$ cat src/rtl/bcd_pkg.sv
// rtl/bcd_pkg.sv - shared types and sizes for the BCD-to-binary converter
package bcd_pkg;

    localparam int N_DIGITS = 3;
    localparam int BIN_W    = 10;
    localparam int N_ITER   = 10;
    localparam int BCD_W    = 4 * N_DIGITS;
    localparam int CNT_W    = 4;

    typedef enum logic [1:0] {
        IDLE  = 2'd0,
        SHIFT = 2'd1,
        DONE  = 2'd2
    } state_t;

endpackage

$ cat src/rtl/bcd_digit_adj.sv
// rtl/bcd_digit_adj.sv - reverse double-dabble digit correction (subtract 3 when >= 8)
module bcd_digit_adj (
    input  logic [3:0] digit_in,
    output logic [3:0] digit_out
);

    // A digit of 8 or more after a right shift carries a half-ten from the
    // digit above; removing 3 restores a valid BCD digit.
    assign digit_out = (digit_in >= 4'd8) ? (digit_in - 4'd3) : digit_in;

endmodule

$ cat src/rtl/bcd2bin_seq.sv
// rtl/bcd2bin_seq.sv - sequential 3-digit BCD to 10-bit binary converter; optional digit check under BCD2BIN_CHECK_EN
module bcd2bin_seq
    import bcd_pkg::*;
(
    input  logic       clk,
    input  logic       rst_n,
    input  logic       in_valid,
    output logic       in_ready,
    input  logic [3:0] centaines,
    input  logic [3:0] dizaines,
    input  logic [3:0] unites,
    output logic       out_valid,
    input  logic       out_ready,
    output logic [9:0] bin,
    output logic       out_err
);

    state_t                   state_q, state_d;
    logic [BCD_W-1:0]         bcd_q, bcd_d;
    logic [BIN_W-1:0]         bin_q, bin_d;
    logic [CNT_W-1:0]         cnt_q, cnt_d;

    logic [BCD_W+BIN_W-1:0]   shifted;
    logic [BCD_W-1:0]         bcd_sh;
    logic [BIN_W-1:0]         bin_sh;
    logic [BCD_W-1:0]         bcd_adj;
    logic                     accept;

    // One combined right shift: the BCD LSB falls into the binary MSB.
    assign shifted = {bcd_q, bin_q} >> 1;
    assign bcd_sh  = shifted[BCD_W+BIN_W-1:BIN_W];
    assign bin_sh  = shifted[BIN_W-1:0];

    for (genvar g = 0; g < N_DIGITS; g++) begin : g_adj
        bcd_digit_adj u_adj (
            .digit_in  (bcd_sh[4*g +: 4]),
            .digit_out (bcd_adj[4*g +: 4])
        );
    end

    assign accept = in_valid && (state_q == IDLE);

`ifdef BCD2BIN_CHECK_EN
    logic err_q, err_d;
    logic digit_bad;

    assign digit_bad = (centaines > 4'd9) || (dizaines > 4'd9) || (unites > 4'd9);
    assign out_err   = err_q;
`else
    assign out_err   = 1'b0;
`endif

    // Next-state, datapath update and handshake outputs.
    always_comb begin
        state_d   = state_q;
        bcd_d     = bcd_q;
        bin_d     = bin_q;
        cnt_d     = cnt_q;
        in_ready  = 1'b0;
        out_valid = 1'b0;
`ifdef BCD2BIN_CHECK_EN
        err_d     = err_q;
`endif
        case (state_q)
            IDLE: begin
                in_ready = 1'b1;
                if (accept) begin
                    bcd_d   = {centaines, dizaines, unites};
                    bin_d   = '0;
                    cnt_d   = '0;
                    state_d = SHIFT;
`ifdef BCD2BIN_CHECK_EN
                    err_d   = 1'b0;
                    if (digit_bad) begin
                        // Invalid input reports straight away with a zero result.
                        bcd_d   = '0;
                        err_d   = 1'b1;
                        state_d = DONE;
                    end
`endif
                end
            end
            SHIFT: begin
                bcd_d = bcd_adj;
                bin_d = bin_sh;
                cnt_d = cnt_q + 1'b1;
                if (cnt_q == CNT_W'(N_ITER - 1)) begin
                    state_d = DONE;
                end
            end
            DONE: begin
                out_valid = 1'b1;
                if (out_ready) begin
                    state_d = IDLE;
                end
            end
            default: begin
                state_d = IDLE;
            end
        endcase
    end

    // State and datapath registers; reset discards any conversion in flight.
    always_ff @(posedge clk or negedge rst_n) begin
        if (!rst_n) begin
            state_q <= IDLE;
            bcd_q   <= '0;
            bin_q   <= '0;
            cnt_q   <= '0;
        end else begin
            state_q <= state_d;
            bcd_q   <= bcd_d;
            bin_q   <= bin_d;
            cnt_q   <= cnt_d;
        end
    end

`ifdef BCD2BIN_CHECK_EN
    // Error flag register, held with the result through DONE.
    always_ff @(posedge clk or negedge rst_n) begin
        if (!rst_n) begin
            err_q <= 1'b0;
        end else begin
            err_q <= err_d;
        end
    end
`endif

    assign bin = bin_q;

endmodule

$ cat config.mk
export PLATFORM = sky130hd
export DESIGN_NAME = bcd2bin_seq
export DESIGN_NICKNAME = d
export VERILOG_FILES = /design/src/rtl/bcd_pkg.sv /design/src/rtl/bcd_digit_adj.sv /design/src/rtl/bcd2bin_seq.sv
export SDC_FILE = /design/constraint.sdc
export NUM_CORES = 1
export LEC_CHECK = 0
export CORE_MARGIN = 2
export CORE_UTILIZATION = 52
export DETAILED_ROUTE_END_ITERATION = 7
export PLACE_DENSITY = 0.9
export SYNTH_ARGS = -nofsm -noshare
export SYNTH_HDL_FRONTEND = slang
export SYNTH_HIERARCHICAL = 1
export SYNTH_SLANG_ARGS = --single-unit
$ cat constraint.sdc
create_clock -name clk -period 1.45 [get_ports clk]
set_input_delay 0.435 -clock clk [delete_from_list [all_inputs] [get_ports clk]]
set_output_delay 0.435 -clock clk [all_outputs]
set_load 0.05 [all_outputs]
==> out/metrics.yaml, run 1 <==
die_w_um: 60.7
maxCapViolCount: 0
synth.top_cell.area_share_pct: 41.9
synthCells: 156
drc_errors: 0
pin_count: 29
synthDistinctLibCells: 30
endpoint_kind: "primary output"
start_kind: "flip-flop"
cts_tree: "built"
synth_warnings: 6
layout-drive-gt1-share_pct: 35.7
fin_crit_ns: 1.59
leakage_uw: 0.00101
slowest_delay_ns: 0.45
final.setup.worst_slack_ns: -0.140
avgSynthCellArea_sq_um: 10.7
ys_seq_area_share_pct: 41.9
fin_skew_ns: 0.00120
outcome: "complete, but fails checks"
final.period_utilization_pct: 110
finalSetupViolCount: 2
hold_ws_ns: 0.432
cts_made_buffers: 3
gp_congestion: 0.780
antenna_found_initial: 0
fin_cells: 240
cp_top_family: "flip-flops"
total_power_uw: 5180
grt_pass1_wl_um: 5940
hold_class: "in2async"
critPathKind: "reg2out"
power_density_nw_per_um2: 2250
globalRouteOverflowTotal: 0
place_hpwl_um: 2510
synth_area_sq_um: 1670
cp_slowest_cell: "dfrtp_1"
finalHoldViolCount: 0
worstPathCellList: "buf_6, nor2_4, buf_12"
clock_latency_ns: 0.34
placed_cells: 232
rsz0062_at_grt: "yes"
path_clk_slew_ns: 0.15
antenna_cells: 0
portBuffers: 27
dr.pass1.iters: 4
nets: 221
drtIter0Drc: 30
vias_per_cell: 5.37
htreeDepth: 1
required_ns: 1.02
drtAntennaViolNets: 0
cts.sinks: 28
violations: "negative setup slack"
grt_max_degree: 29
cp_max_fo: 3
grt_pass1_vias: 1334
synth_area_leader_cell: "dfrtp_1"
maxClockFrequency_mhz: 629
slew_viol_final: 0
ir_drop_mv: 0.923
path_buf_inv: 2
synth_seq_cells: 28
drt_wl_total_um: 3530
cts-root-buf: "clkbuf_4"
rows: 20
fp.dieH_um: 60.7
start_util_pct: 54.8
cts_buffer_depth: 2
area_growth_pct: 37.7
worstPathArrival_ns: 1.16
gr-usage-all-layers_pct: 21.8
synth.area.top_cells: "dfrtp_1, a22o_1, ha_1, nor2b_1, a21oi_2"
wire_per_inst_um: 14.7
die_area_sq_um: 3690
vias: 1288
core_sq_um: 3050
## registers in the layout (all words and copies together), names as in the netlist
signal,count
state_q,2
bin,10
cnt_q,4
bcd_q,12
## per-stage QoR
| step | cell area, sq um | util, % | TNS [ns] | setup slack [ns] |
|---|---|---|---|---|
| 2_1_floorplan | 1700 | - | -0.142 | -0.142 |
| 3_3_place_gp | 2180 | 71.3 | -2.74 | -0.135 |
| 3_5_place_dp | 2180 | 71.3 | -3.04 | -0.156 |
| 4_1_cts | 2290 | 75.1 | -0.289 | -0.145 |
| 5_1_grt | 2300 | 75.5 | -0.346 | -0.177 |
| 6_report | 2300 | 75.5 | -0.266 | -0.140 |
## layout by cell type, fill, tap and decap left out, types with 10 or more instances in the layout
cell	count
a22oi_2	10
a21oi_2	10
buf_12	16
nor2b_1	15
a22o_1	12
buf_4	10
clkdlybuf4s50_1	15
dfrtp_1	27
o21ai_2	10
## power by group
| part | switching, uW | internal [uW] | total [uW] |
|---|---|---|---|
| clock network | 242 | 154 | 396 |
| logic | 1540 | 1600 | 3150 |
| registers | 501 | 1140 | 1640 |
## worst reg2reg max path, cell delays in order (launching register included)
cell and delay, ns:
dfrtp_2 0.49, buf_4 0.16, buf_4 0.14, nor2b_4 0.14, buf_12 0.16, a22oi_1 0.17
o21ai_2 0.07
## what timing repair did
item	in CTS	in global routing
gates resized for setup	12	2
buffers inserted	4	0
pin swaps	0	0
hold buffers	0	0
cloned	0	0
endpoints found under the setup margin	2	4
## Yosys cell counts
| library cell | count |
|---|---|
| nand3_1 | 1 |
| conb_1 | 1 |
| o21bai_4 | 1 |
| nand2_1 | 6 |
| ha_1 | 8 |
| xnor2_1 | 3 |
| nand2b_1 | 4 |
| nor2_1 | 3 |
| buf_2 | 3 |
| o21ai_0 | 5 |
| dfrtp_1 | 28 |
| a22oi_2 | 2 |
| a22o_1 | 12 |
| o22ai_1 | 1 |
| xor2_1 | 3 |
| o21ai_2 | 10 |
| nor2b_2 | 1 |
| a31oi_2 | 1 |
| a22oi_1 | 10 |
| buf_4 | 2 |
| a21oi_2 | 10 |
| mux2_2 | 1 |
| nor2b_4 | 1 |
| inv_2 | 1 |
| inv_1 | 8 |
| nor2b_1 | 16 |
| o21ai_1 | 1 |
| buf_6 | 6 |
| a21oi_1 | 6 |
| a41oi_1 | 1 |
## layout make-up
| class | instances | area (sq um) |
|---|---|---|
| Multi-Input combinational cell | 113 | 920 |
| Timing Repair Buffer | 42 | 557 |
| Clock buffer | 4 | 36.3 |
| Sequential cell | 28 | 702 |
| Fill cell | 212 | 749 |
| Tap cell | 44 | 55.1 |
| Inverter | 9 | 33.8 |
## logic make-up (layout without fill, tap and decap cells)
logic type | Yosys count | count (layout) | synth area share, %
adder cells (fa/ha/maj) | 8 | 8 | 5.98
flip-flops | 28 | 28 | 41.9
multiplexers | 1 | 1 | 0.673
AND/OR/NAND/NOR | 32 | 32 | 11.1
XOR/XNOR | 6 | 6 | 3.14
AO/OA/AOI/OAI | 60 | 60 | 29.1
other | 1 | 6 | 0.224
buffers and inverters | 20 | 55 | 7.85
## per-layer routing
layer  vias up  routed length [um]  global-route usage, %
li1        618                   -                      -
met1       628                1530                   26.8
met2        33                1800                   38.6
met3         9                 119                   2.77
met4         0                  85                   9.32
met5         -                   0                      0
## path summary, 6_finish.rpt
path	end	slack [ns]	start	cells past startpoint
max	in_ready	-0.14	state_q[1]	3
min	cnt_q[1]	0.43	rst_n	2
max reg2reg	bcd_q[7]	0.03	state_q[0]	6
min reg2reg	cnt_q[3]	0.53	cnt_q[3]	1
max in group asynchronous	state_q[0]	0.85	rst_n	2
min in group clk	cnt_q[3]	0.53	cnt_q[3]	1
No activity file was read; power rests on OpenSTA's default activity.
==> run 2, diff against run 1 <==
--- a/config.mk
+++ b/config.mk
@@ -5,6 +5,7 @@
 export SDC_FILE = /design/constraint.sdc
 export NUM_CORES = 1
 export LEC_CHECK = 0
+export CAP_MARGIN = 10
 export CORE_MARGIN = 2
 export CORE_UTILIZATION = 52
 export DETAILED_ROUTE_END_ITERATION = 7
==> results of run 2 <==
Same layout as run 1: the final DEF is identical, and so are final timing and power.
==> run 3, diff against run 2 <==
--- a/config.mk
+++ b/config.mk
@@ -9,7 +9,7 @@
 export CORE_MARGIN = 2
 export CORE_UTILIZATION = 52
 export DETAILED_ROUTE_END_ITERATION = 7
-export PLACE_DENSITY = 0.9
+export PLACE_DENSITY_LB_ADDON = 0.3
 export SYNTH_ARGS = -nofsm -noshare
 export SYNTH_HDL_FRONTEND = slang
 export SYNTH_HIERARCHICAL = 1
==> out/metrics.yaml, run 3 (synthesis results as in run 1) <==
placed_cells: 233
hold_buffers: 0
regArea_sq_um: 706
maxClockFrequency_mhz: 635
final_util_pct: 75.1
grt_max_degree: 29
die_w_um: 60.7
p_sw_share_pct: 42.6
fill_cells: 209
antenna_cells: 0
leakage_uw: 0.00102
globalRouteOverflowTotal: 0
vias: 1298
intPower_uw: 2940
area_growth_pct: 37.0
layout_common_cells: "dfrtp_1, buf_4, nor2b_1, clkdlybuf4s50_1, buf_12"
final.setup.worst_slack_ns: -0.124
finalSetupViolCount: 2
drc_errors: 0
cts_made_buffers: 3
pwr-share-comb_pct: 58.0
p_clk_share_pct: 10.2
fin_skew_ns: 0.00152
fp.dieH_um: 60.7
grt_pass1_wl_um: 6030
power_density_nw_per_um2: 2230
drt_wl_total_um: 3570
hold_class: "in2async"
vias_per_cell: 5.32
wire_per_inst_um: 14.6
gr-usage-all-layers_pct: 22.0
endpoint_kind: "primary output"
portBuffers: 27
ir_drop_mv: 1.30
finalHoldViolCount: 0
start_kind: "flip-flop"
start_util_pct: 54.8
path_clk_slew_ns: 0.15
rows: 20
total_power_uw: 5120
fin_cells: 244
drtIter0Drc: 47
core_sq_um: 3050
power.switching_uw: 2180
clock_latency_ns: 0.34
layout-drive-gt1-share_pct: 34.5
largest-register: "bcd_q"
cts_tree: "built"
dr.pass1.iters: 4
cts_buffer_depth: 2
seqPwrFrac_pct: 31.8
pin_count: 29
nets: 225
drtAntennaViolNets: 0
antenna_found_initial: 0
slew_viol_final: 0
cts-root-buf: "clkbuf_4"
required_ns: 1.02
grt_pass1_vias: 1290
place_hpwl_um: 2490
hold_ws_ns: 0.436
die_area_sq_um: 3690
largest_reg_flops: 12
rsz0062_at_grt: "yes"
worstPathArrival_ns: 1.14
multi_input_area_sq_um: 875
outcome: "complete, but fails checks"
fin_crit_ns: 1.57
mostFrequentLayoutCell: "dfrtp_1"
gp_congestion: 0.764
cp_max_fo: 4
final.period_utilization_pct: 109
maxCapViolCount: 0
htreeDepth: 1
critPathKind: "reg2out"
violations: "negative setup slack"
cts.sinks: 28
-- run 3: cell types whose count changed in the layout (fill, tap and decap cells not counted), moves of 3 or more --
cell     change
a22oi_1      +8
a22oi_2      -8
buf_4        +6
dfrtp_1      -3
dfrtp_2      +3
-- run 3: final cells by class --
cell class | count | share of cell area, %
multi-input combinational | 113 | 38.2
sequential | 28 | 30.8
timing repair buffer | 46 | 24.9
tap | 44 | 2.40
inverter | 9 | 1.47
clock inverter | 1 | 1.31
clock buffer | 3 | 0.983
-- run 3: worst max-delay path, stage by stage, from the launching register on --
cell and delay [ns]:
dfrtp_2 0.50, nor2b_4 0.16, buf_12 0.14
-- run 3: path summary, 6_finish.rpt --
| kind | start | end | slack [ns] | cells past startpoint |
|---|---|---|---|---|
| setup / recovery | state_q[0] | out_valid | -0.12 | 2 |
| setup reg to reg | bcd_q[1] | bcd_q[1] | 0.06 | 6 |
| hold reg to reg | cnt_q[3] | cnt_q[3] | 0.52 | 1 |
| hold / removal | rst_n | state_q[1] | 0.44 | 2 |
| min in group clk | cnt_q[3] | cnt_q[3] | 0.52 | 1 |
| max in group asynchronous | rst_n | bin[2] | 0.85 | 2 |
-- run 3: through the flow --
stage          setup TNS, ns  setup slack (ns)  cell area (sq um)
6_report              -0.239            -0.124               2290
5_1_grt               -0.346            -0.178               2290
4_1_cts               -0.211            -0.113               2270
3_5_place_dp           -3.85            -0.207               2170
3_3_place_gp           -3.40            -0.195               2170
2_1_floorplan         -0.142            -0.142               1700
-- run 3: what timing repair did --
item	in CTS	in global routing
pin swaps	1	1
gates resized for setup	4	2
setup endpoints to repair	2	6
endpoints found under the hold margin	0	0
buffers inserted	5	2
gates cloned	0	0
-- run 3: routing by layer --
metal	track usage (%)	wire length, um	vias up
met1	27.6	1550	645
li1	-	-	624
met3	2.77	99	5
met4	7.45	39	0
met2	39.2	1880	24
met5	0	0	-
-- run 3: power by group through the flow --
stage	sequential (uW)	combinational, uW	clock, uW
floorplan	1850	1610	0
global placement	1600	2750	0
detailed placement	1640	2850	0
CTS	1630	2940	529
global route	1690	3200	570
finish	1630	2970	522
